## src/rtl/fsk_zero_if.sv

```systemverilog
// Serial-data-in / DAC-out / recovered-bit bundle of the FSK loopback modem.
// The modem core sits on the slave side; the data source and DAC/bit sink sit on the master side.
interface fsk_zero_if;
    logic       data_in;
    logic [7:0] da_data;
    logic       da_clk;
    logic       demodulated_bit;

    modport master (
        output data_in,
        input  da_data,
        input  da_clk,
        input  demodulated_bit
    );

    modport slave (
        input  data_in,
        output da_data,
        output da_clk,
        output demodulated_bit
    );
endinterface

```

## src/rtl/fsk_zero.sv

```systemverilog
// Binary FSK modem: DDS sine modulator for an 8-bit DAC, looped back into a
// zero-crossing period demodulator that recovers the transmitted bit.
module fsk_zero #(
    parameter logic [31:0] FW_MARK    = 32'h051E_B852,
    parameter logic [31:0] FW_SPACE   = 32'h028F_5C29,
    parameter logic [7:0]  MID        = 8'd128,
    parameter logic [7:0]  HYST       = 8'd16,
    parameter logic [15:0] PERIOD_THR = 16'd75,
    parameter logic [15:0] TIMEOUT    = 16'd1000
) (
    input  logic       sys_clk,
    input  logic       sys_rst,
    fsk_zero_if.slave  bus
);

    // First quadrant of round(127.5 + 127.5*sin(2*pi*p/256)), p = 0..64.
    function automatic logic [7:0] quarter_sine(input logic [6:0] p);
        logic [7:0] q;
        case (p)
            7'd0:  q = 8'd128;  7'd1:  q = 8'd131;  7'd2:  q = 8'd134;  7'd3:  q = 8'd137;
            7'd4:  q = 8'd140;  7'd5:  q = 8'd143;  7'd6:  q = 8'd146;  7'd7:  q = 8'd149;
            7'd8:  q = 8'd152;  7'd9:  q = 8'd155;  7'd10: q = 8'd158;  7'd11: q = 8'd162;
            7'd12: q = 8'd165;  7'd13: q = 8'd167;  7'd14: q = 8'd170;  7'd15: q = 8'd173;
            7'd16: q = 8'd176;  7'd17: q = 8'd179;  7'd18: q = 8'd182;  7'd19: q = 8'd185;
            7'd20: q = 8'd188;  7'd21: q = 8'd190;  7'd22: q = 8'd193;  7'd23: q = 8'd196;
            7'd24: q = 8'd198;  7'd25: q = 8'd201;  7'd26: q = 8'd203;  7'd27: q = 8'd206;
            7'd28: q = 8'd208;  7'd29: q = 8'd211;  7'd30: q = 8'd213;  7'd31: q = 8'd215;
            7'd32: q = 8'd218;  7'd33: q = 8'd220;  7'd34: q = 8'd222;  7'd35: q = 8'd224;
            7'd36: q = 8'd226;  7'd37: q = 8'd228;  7'd38: q = 8'd230;  7'd39: q = 8'd232;
            7'd40: q = 8'd234;  7'd41: q = 8'd235;  7'd42: q = 8'd237;  7'd43: q = 8'd238;
            7'd44: q = 8'd240;  7'd45: q = 8'd241;  7'd46: q = 8'd243;  7'd47: q = 8'd244;
            7'd48: q = 8'd245;  7'd49: q = 8'd246;  7'd50: q = 8'd248;  7'd51: q = 8'd249;
            7'd52: q = 8'd250;  7'd53: q = 8'd250;  7'd54: q = 8'd251;  7'd55: q = 8'd252;
            7'd56: q = 8'd253;  7'd57: q = 8'd253;  7'd58: q = 8'd254;  7'd59: q = 8'd254;
            7'd60: q = 8'd254;  7'd61: q = 8'd255;  7'd62: q = 8'd255;  7'd63: q = 8'd255;
            default: q = 8'd255;
        endcase
        return q;
    endfunction

    // Full 256-entry sine by quadrant symmetry; the negative half mirrors about
    // 127.5, except address 128 which sits exactly on mid-scale like address 0.
    function automatic logic [7:0] sine_rom(input logic [7:0] k);
        logic [6:0] idx;
        logic [6:0] p;
        logic [7:0] q;
        idx = k[6:0];
        p   = (idx <= 7'd64) ? idx : (7'd0 - idx);
        q   = quarter_sine(p);
        if (!k[7])
            return q;
        else if (idx == 7'd0)
            return 8'd128;
        else
            return 8'd255 - q;
    endfunction

    function automatic logic [15:0] sat_inc(input logic [15:0] c);
        return (c == TIMEOUT) ? c : c + 16'd1;
    endfunction

    logic        r_sync_p0;
    logic        r_sync_p1;
    logic [31:0] r_fw_p2;
    logic [31:0] r_acc_p3;
    logic [7:0]  r_da_p4;
    logic [15:0] r_cnt;
    logic        r_armed;
    logic        r_bit;

    logic        w_cross;
    logic        w_low;

    assign w_cross = r_armed && (r_da_p4 >= MID);
    assign w_low   = (r_da_p4 < (MID - HYST));

    always_ff @(posedge sys_clk) begin
        if (sys_rst) begin
            r_sync_p0 <= 1'b0;
            r_sync_p1 <= 1'b0;
            r_fw_p2   <= FW_SPACE;
            r_acc_p3  <= 32'd0;
            r_da_p4   <= 8'd128;
            r_cnt     <= 16'd0;
            r_armed   <= 1'b0;
            r_bit     <= 1'b0;
        end else begin
            // p0/p1: bring data_in into sys_clk
            r_sync_p0 <= bus.data_in;
            r_sync_p1 <= r_sync_p0;
            // p2: tone select
            r_fw_p2   <= r_sync_p1 ? FW_MARK : FW_SPACE;
            // p3: phase accumulator, never cleared so phase stays continuous
            r_acc_p3  <= r_acc_p3 + r_fw_p2;
            // p4: registered sine sample
            r_da_p4   <= sine_rom(r_acc_p3[31:24]);

            // cnt idles at 0 until the first crossing, so the partial first period is never judged
            if (w_cross) begin
                r_armed <= 1'b0;
                if (r_cnt != 16'd0)
                    r_bit <= (r_cnt < PERIOD_THR) && (r_cnt < TIMEOUT);
                r_cnt   <= 16'd1;
            end else begin
                if (w_low)
                    r_armed <= 1'b1;
                if (r_cnt != 16'd0)
                    r_cnt <= sat_inc(r_cnt);
            end
        end
    end

    assign bus.da_data         = r_da_p4;
    assign bus.da_clk          = ~sys_clk;
    assign bus.demodulated_bit = r_bit;

endmodule

```

## src/flat_wrapper.sv

```systemverilog
// flat-port wrapper written by rule: the top's interface ports become plain ports
module fsk_zero_flat 
#(
    parameter logic [31:0] FW_MARK    = 32'h051E_B852,
    parameter logic [31:0] FW_SPACE   = 32'h028F_5C29,
    parameter logic [7:0]  MID        = 8'd128,
    parameter logic [7:0]  HYST       = 8'd16,
    parameter logic [15:0] PERIOD_THR = 16'd75,
    parameter logic [15:0] TIMEOUT    = 16'd1000
)
  (sys_clk, sys_rst, bus_data_in, bus_da_data, bus_da_clk, bus_demodulated_bit);
  fsk_zero_if bus_i ();
  input  logic sys_clk;
  input  logic sys_rst;
  input wire logic [$bits(bus_i.data_in)-1:0] bus_data_in;
  output wire logic [$bits(bus_i.da_data)-1:0] bus_da_data;
  output wire logic [$bits(bus_i.da_clk)-1:0] bus_da_clk;
  output wire logic [$bits(bus_i.demodulated_bit)-1:0] bus_demodulated_bit;
  assign bus_i.data_in = bus_data_in;
  assign bus_da_data = bus_i.da_data;
  assign bus_da_clk = bus_i.da_clk;
  assign bus_demodulated_bit = bus_i.demodulated_bit;
  fsk_zero #(.FW_MARK(FW_MARK), .FW_SPACE(FW_SPACE), .MID(MID), .HYST(HYST), .PERIOD_THR(PERIOD_THR), .TIMEOUT(TIMEOUT)) u_core (.sys_clk(sys_clk), .sys_rst(sys_rst), .bus(bus_i));
endmodule
```

## config.mk

```make
export PLATFORM = sky130hd
export DESIGN_NAME = fsk_zero_flat
export DESIGN_NICKNAME = d
export VERILOG_FILES = /design/src/rtl/fsk_zero_if.sv /design/src/rtl/fsk_zero.sv /design/src/flat_wrapper.sv
export SDC_FILE = /design/constraint.sdc
export NUM_CORES = 1
export LEC_CHECK = 0
export CORE_MARGIN = 8
export CORE_UTILIZATION = 40
export DETAILED_ROUTE_END_ITERATION = 7
export MAX_ROUTING_LAYER = met4
export RECOVER_POWER = 50
export SYNTH_ARGS = -nofsm -noshare
export SYNTH_HDL_FRONTEND = slang
export SYNTH_SLANG_ARGS = --single-unit
```

## constraint.sdc

```tcl
create_clock -name sys_clk -period 3.49 [get_ports sys_clk]
set_clock_uncertainty 0.2 [all_clocks]
set_input_delay 0.698 -clock sys_clk [delete_from_list [all_inputs] [get_ports sys_clk]]
set_output_delay 0.698 -clock sys_clk [all_outputs]
set_load 0.02 [all_outputs]
```

==> impl_metrics.csv, run 1 <==
group,metric,value,unit
run_status,result_of_the_run,"finished with violations",
run_status,violated_checks,"capacitance limit, slew limit",
setup_path,worstSetupPathType,"clock port to output pin",
final_layout,filler_instances,985,
clocking,tritoncts_clock_tree,"done",
setup_path,critical_path.max_fanout,10,
floorplanning,floorplan.initialDensity,0.4095,
final_layout,antennaDiodeCount,0,
routing,drt_first_iter_violations,227,
sta,timing.setup.tns,0,ps
grt,grt_pass1_wl,15.75,mm
synthesis,unique_cell_type_count_in_the_yosys_netlist,71,
synthesis,seq_total_area_yosys,0.3116,
floorplanning,design.die.area,13410,µm²
floorplanning,fp.dieH,115.8,µm
flow_run,max_cap_viol_count,1,
power_and_ir_drop,power.ir.vdd_worst,0.3082,mV
synthesis,synth-seq-cells,62,
power_and_ir_drop,leakage,1.783,nW
sta,relSlewSlack,-0.08219,
power_and_ir_drop,power.density,573.2,nW/µm²
grt,grt_start_max_net_pins,37,
hold_path,hp-class,"flip-flop to flip-flop",
sta,setup_viol,0,
synthesis,yosysWarningCount,0,
synthesis,synthesis.instances,487,
routing,route.antenna.remaining_nets,0,
grt,grt_antenna_before_repair,0,
final_layout,areaGrowthSynthToFinish,12.44,%
sta,worst-slew-pin-transition,1623,ps
clocking,clock_path_buffers,2,
grt,grt_usage,0.1470,
setup_path,cp_data_required_time,2590,ps
clocking,clk_latency,340,ps
floorplanning,row_count,36,
sta,hold-worst-slack,248.9,ps
routing,drt_wl_total,9.154,mm
floorplanning,floorplan.io_pins,13,
routing,drtPass1Iterations,4,
routing,total_number_of_vias,3490,
synthesis,synth_nets,517,
placement,buffer_ports.inserted,12,
routing,post-route-drc-count,0,
power_and_ir_drop,pwr-share-clk,0.298,
final_layout,mostFrequentLayoutCells,"63 x sky130_fd_sc_hd__nor2_1, 62 x sky130_fd_sc_hd__dfxtp_1, 37 x sky130_fd_sc_hd__nand2_1, 37 x sky130_fd_sc_hd__a21oi_1, 26 x sky130_fd_sc_hd__ha_1",
power_and_ir_drop,netSwitchingPower,0.9496,mW
sta,setup_slack,147.7,ps
power_and_ir_drop,intPower,1.618,mW
placement,place_ws,238.1,ps
synthesis,share_of_flip_flops_with_an_asynchronous_set_or_reset_after_synthesis,0,
clocking,worst_setup_hold_path_clk_slew,80,ps
setup_path,startpoint_type,"clock port",
final_layout,layoutNonFillerInstCount,638,
clocking,ctsRootBufferMaster,"sky130_fd_sc_hd__clkbuf_8",
final_layout,area.sequential,1241,µm²
routing,post_drt_wl_per_cell,14.35,µm
placement,place.gp.congestion,0.9629,
grt,first_global_vias,3390,
final_layout,utilization,0.4604,
synthesis,synth_edf_count,0,
placement,dp_hpwl,6.615,mm
grt,grt_overflow,0,
power_and_ir_drop,p_sw_frac,0.3699,
final_layout,final_net_count,530,
final_layout,multiInputGateArea,2592,µm²
synthesis,synthesis.area_per_instance,8.180,µm²
sta,hold_viol,0,
clocking,ctsHtreeMaxLevel,3,
floorplanning,coreArea,9729,µm²
sta,grt_setup_unrepaired,"false",
synthesis,synthesis.area,3984,µm²
final_layout,drive_gt1_frac,0.08713,
placement,placedCellCount,622,
clocking,cts_buffers,9,
setup_path,crit_path_end_kind,"output pin",
synthesis,flip_flop_cell_with_the_highest_count_after_synthesis,"sky130_fd_sc_hd__dfxtp_1",
power_and_ir_drop,p_seq_frac,0.343,
floorplanning,die_w,115.8,µm
routing,via_per_inst,5.470,
final_layout,layout.cells.most_common,"sky130_fd_sc_hd__nor2_1",
power_and_ir_drop,comb_power_share,0.360,
sta,maxSlewViolCount,37,
setup_path,crit_arrival,2440,ps
==> final cells by class <==
type                       instances  area share
timing repair buffer              22     0.04218
tap                              133     0.03715
sequential                        62      0.2771
clock buffer                      10     0.02961
clock inverter                     8     0.02374
inverter                          13     0.01145
multi-input combinational        390      0.5788
==> kinds of logic (layout without fill, tap and decap cells) <==
group / after synthesis / count (layout) / synth area share
adder cells (fa/ha/maj): 27 / 27 / 0.08668
multiplexers: 12 / 12 / 0.03203
XOR/XNOR: 35 / 35 / 0.07695
AO/OA/AOI/OAI: 126 / 126 / 0.2155
buffers and inverters: 35 / 53 / 0.03769
AND/OR/NAND/NOR: 190 / 190 / 0.2396
flip-flops: 62 / 62 / 0.3116
==> critical path, cell delays in order <==
cell and delay [ps]:
sky130_fd_sc_hd__clkbuf_8 150, sky130_fd_sc_hd__clkbuf_8 170, sky130_fd_sc_hd__inv_1 50, sky130_fd_sc_hd__dlygate4sd2_1 320
==> through the flow <==
stage,area [µm²],power [mW]
2_1_floorplan,3984,1.620
5_1_grt,4479,2.751
6_report,4479,2.567
3_5_place_dp,4258,1.853
4_1_cts,4483,2.595
3_3_place_gp,4258,1.847
==> layer usage <==
metal  vias up  GRT usage  routed length (µm)
met5         -          -                   0
met4         0    0.05445                 131
met3        14    0.02814                 292
met2        54     0.2374                4274
met1      1638     0.1781                4455
li1       1784          -                   -
==> power by group through the flow <==
| stage | logic, mW | registers, mW | clock network, mW |
|---|---|---|---|
| 3_3_place_gp | 0.913 | 0.892 | 0.0425 |
| 2_1_floorplan | 0.707 | 0.893 | 0.0205 |
| 3_5_place_dp | 0.915 | 0.896 | 0.0425 |
| 4_1_cts | 0.922 | 0.880 | 0.793 |
| 5_1_grt | 1.03 | 0.895 | 0.824 |
| 6_report | 0.924 | 0.879 | 0.764 |
==> what timing repair did <==
action                                  4_1_cts  5_1_grt
resized for setup                             1        0
setup buffers                                 0        0
hold buffers                                  0        0
endpoints found under the setup margin        1        0
==> state kept, by name, summed over array words and instances, names as in the netlist <==
signal and flops:
u_core.r_sync_p1 1, u_core.bus.demodulated_bit 1, u_core.bus.da_data 8, u_core.r_cnt 16, u_core.r_acc_p3 32, u_core.r_sync_p0 1
u_core.r_armed 1, u_core.r_fw_p2 2
==> cells in the mapped netlist (4+ instances only) <==
library cell,n,share of area
sky130_fd_sc_hd__nand3_1,9,0.011
sky130_fd_sc_hd__buf_2,4,0.0050
sky130_fd_sc_hd__and3_1,5,0.0079
sky130_fd_sc_hd__inv_1,13,0.012
sky130_fd_sc_hd__o21ai_0,21,0.026
sky130_fd_sc_hd__nor2b_1,11,0.017
sky130_fd_sc_hd__clkbuf_1,13,0.012
sky130_fd_sc_hd__dfxtp_1,62,0.31
sky130_fd_sc_hd__xor2_1,22,0.048
sky130_fd_sc_hd__nor4_1,4,0.0063
sky130_fd_sc_hd__xnor2_1,13,0.029
sky130_fd_sc_hd__or3_1,9,0.014
sky130_fd_sc_hd__o211ai_1,7,0.013
sky130_fd_sc_hd__nand2_1,37,0.035
sky130_fd_sc_hd__a21o_1,12,0.023
sky130_fd_sc_hd__a211oi_1,4,0.0075
sky130_fd_sc_hd__nand4_1,11,0.017
sky130_fd_sc_hd__nand2b_1,6,0.0094
sky130_fd_sc_hd__nor3_1,17,0.021
sky130_fd_sc_hd__ha_1,26,0.082
sky130_fd_sc_hd__nor2_1,63,0.059
sky130_fd_sc_hd__mux2i_1,9,0.023
sky130_fd_sc_hd__a21oi_1,37,0.046
==> final timing paths <==
| check | from | to | slack [ps] | cells after the start |
|---|---|---|---|---|
| worst max-delay path | sys_clk | bus_da_clk | 150 | 4 |
| worst min-delay path | u_core.r_sync_p0 | u_core.r_sync_p1 | 250 | 1 |
| worst max register to register | u_core.r_acc_p3[24] | u_core.bus.da_data[0] | 310 | 12 |
| worst min register to register | u_core.r_sync_p0 | u_core.r_sync_p1 | 250 | 1 |
Note: power is estimated with default switching activity, not from simulation.
==> inputs of run 2 (changes only) <==
--- a/config.mk
+++ b/config.mk
@@ -5,11 +5,12 @@
 export SDC_FILE = /design/constraint.sdc
 export NUM_CORES = 1
 export LEC_CHECK = 0
+export CORE_ASPECT_RATIO = 0.6
 export CORE_MARGIN = 8
 export CORE_UTILIZATION = 40
 export DETAILED_ROUTE_END_ITERATION = 7
 export MAX_ROUTING_LAYER = met4
-export RECOVER_POWER = 50
+export SLEW_MARGIN = 0
 export SYNTH_ARGS = -nofsm -noshare
 export SYNTH_HDL_FRONTEND = slang
 export SYNTH_SLANG_ARGS = --single-unit
==> run 2 against run 1 <==
Net effect: the flow now finishes without violations; sequential power rose by 1%; critical path depth did not move; cell area rose by 3.0%; flip-flop and latch count did not move; register-to-register slack got worse by 110 ps; total power rose by 12%; critical path type unchanged; critical endpoint unchanged.
==> impl_metrics.csv, run 2 (synthesis gave the netlist of run 1 again) <==
group,metric,value,unit
routing,route.antenna.remaining_nets,0,
placement,buffer_ports.inserted,12,
power_and_ir_drop,netSwitchingPower,0.9962,mW
clocking,tritoncts_clock_tree,"done",
clocking,ctsHtreeMaxLevel,3,
setup_path,worstSetupPathType,"clock port to output pin",
setup_path,timing.critical_path.buf_inv,4,
power_and_ir_drop,power.ir.vdd_worst,0.2465,mV
sta,relSlewSlack,0.3066,
floorplanning,floorplan.initialDensity,0.4076,
setup_path,worst_setup_path_startpoint,"sys_clk",
setup_path,worst-r2r-setup-slack,200,ps
floorplanning,row_count,28,
hold_path,beginning_of_the_worst_hold_path,"u_core.bus.da_data[7]",
setup_path,dominant_delay_contributor_by_cell_family_on_the_critical_path,"buffers and inverters",
sta,hold_viol,0,
power_and_ir_drop,comb_power_share,0.332,
grt,grt_pass1_wl,16.26,mm
final_layout,layout.cells.most_common,"sky130_fd_sc_hd__nor2_1",
placement,placedCellCount,624,
final_layout,final_net_count,530,
routing,total_number_of_vias,3545,
setup_path,cpMaxStageDelayCell,"sky130_fd_sc_hd__dlygate4sd2_1",
clocking,ctsRootBufferMaster,"sky130_fd_sc_hd__clkbuf_16",
final_layout,reg_with_most_ffs,"u_core.r_acc_p3",
setup_path,crit_arrival,2450,ps
final_layout,drive_gt1_frac,0.09505,
final_layout,utilization,0.4720,
power_and_ir_drop,totalPowerFinal,2.863,mW
power_and_ir_drop,leakage,1.813,nW
setup_path,cp_slowest_stage_delay,320,ps
final_layout,filler_instances,932,
final_layout,mostFrequentLayoutCells,"63 x sky130_fd_sc_hd__nor2_1, 62 x sky130_fd_sc_hd__dfxtp_1, 37 x sky130_fd_sc_hd__nand2_1, 36 x sky130_fd_sc_hd__a21oi_1, 25 x sky130_fd_sc_hd__ha_1",
clocking,clock_path_buffers,2,
floorplanning,floorplan.io_pins,13,
routing,drt_wl_total,9.642,mm
sta,timing.setup.tns,0,ps
clocking,hold_buffers,0,
clocking,clk_latency,330,ps
floorplanning,die_w,144.8,µm
sta,setup_viol,0,
power_and_ir_drop,p_sw_frac,0.3479,
setup_path,crit_path_cell_trace,"clkbuf_16 > clkbuf_16 > inv_1 > dlygate4sd2_1",
hold_path,whs_path_depth,1,
setup_path,rr_worst_depth,11,
floorplanning,fp.dieH,93.31,µm
clocking,cts_buffers,9,
power_and_ir_drop,power.density,620.7,nW/µm²
final_layout,largest_register_ffs,32,
routing,drt_first_iter_violations,373,
routing,via_per_inst,5.539,
clocking,worst_setup_hold_path_clk_slew,60,ps
grt,grt_antenna_before_repair,0,
flow_run,max_cap_viol_count,0,
floorplanning,design.die.area,13510,µm²
run_status,result_of_the_run,"complete, no violations",
hold_path,hold_path_end,"u_core.r_armed",
clocking,cts_post_setup_buffers_inserted,0,
grt,first_global_vias,3254,
setup_path,cp_data_required_time,2590,ps
hold_path,hp-class,"flip-flop to flip-flop",
grt,grt_start_max_net_pins,39,
setup_path,critical_path.reg2reg.endpoint,"u_core.bus.da_data[1]",
routing,drtPass1Iterations,5,
placement,dp_hpwl,6.883,mm
setup_path,startpoint_type,"clock port",
power_and_ir_drop,intPower,1.867,mW
setup_path,critical_path.max_fanout,10,
routing,post_drt_wl_per_cell,15.07,µm
power_and_ir_drop,pwr-share-clk,0.358,
setup_path,crit_path_end_kind,"output pin",
setup_path,critPathMostFrequentCell,"sky130_fd_sc_hd__clkbuf_16",
power_and_ir_drop,p_seq_frac,0.310,
setup_path,regToRegStartpoint,"u_core.r_acc_p3[25]",
final_layout,antennaDiodeCount,0,
sta,worst-slew-pin-transition,1033,ps
final_layout,layoutNonFillerInstCount,640,
grt,grt_usage,0.1528,
grt,grt_overflow,0,
final_layout,areaGrowthSynthToFinish,15.80,%
sta,maxSlewViolCount,0,
routing,post-route-drc-count,0,
floorplanning,coreArea,9774,µm²
placement,place.gp.congestion,0.8534,
[run 2: cell types whose count changed in the layout (fill, tap and decap cells not counted), sizes merged]
cell	delta
clkdlybuf4s50	+10
clkinvlp	+1
buf	+1
inv	-2
dlygate4sd3	-10
[run 2: area by class of cell]
| cell class | instances | area (µm²) | area share |
|---|---|---|---|
| inverter | 13 | 51.30 | 0.01112 |
| tap | 135 | 168.9 | 0.03662 |
| multi-input combinational | 390 | 2615 | 0.5669 |
| sequential | 62 | 1241 | 0.2691 |
| clock buffer | 11 | 247.7 | 0.05370 |
| timing repair buffer | 22 | 192.7 | 0.04177 |
| clock inverter | 7 | 96.34 | 0.02088 |
[run 2: worst max-delay path by stage]
stage	to	cells after the start
after global placement	bus_da_clk	2
after global routing	u_core.bus.da_data[1]	11
after CTS	bus_da_clk	4
final	bus_da_clk	4
after floorplan	u_core.bus.da_data[1]	12
after detailed placement	bus_da_clk	2
[run 2: power by group through the flow]
| stage | clock, mW | combinational (mW) | sequential [mW] |
|---|---|---|---|
| 2_1_floorplan | 0.0205 | 0.707 | 0.893 |
| 3_3_place_gp | 0.0425 | 0.914 | 0.900 |
| 3_5_place_dp | 0.0425 | 0.913 | 0.901 |
| 4_1_cts | 1.05 | 0.923 | 0.887 |
| 5_1_grt | 1.08 | 1.05 | 0.901 |
| 6_report | 1.03 | 0.951 | 0.888 |
[run 2: metrics by stage]
stage	hold slack, ps	instance area [µm²]	setup slack [ps]
2_1_floorplan	213.8	3984	272.3
3_3_place_gp	238.0	4260	238.1
3_5_place_dp	238.1	4260	238.1
4_1_cts	251.6	4591	122.7
5_1_grt	279.7	4613	-21.49
6_report	255.6	4613	145.2
[run 2: what timing repair did]
item,CTS,global route
resized for setup,1,3
endpoints found under the setup margin,1,2
hold endpoints to repair,0,0
pin swaps,0,0
gates cloned,0,0
[run 2: routing by layer]
metal  part of all wire  routed length, µm  global-route usage
met5                  0                  0                   -
met4              0.010                 98             0.03962
met1               0.53               5122              0.2281
met2               0.39               3758              0.1943
met3              0.069                663             0.03764
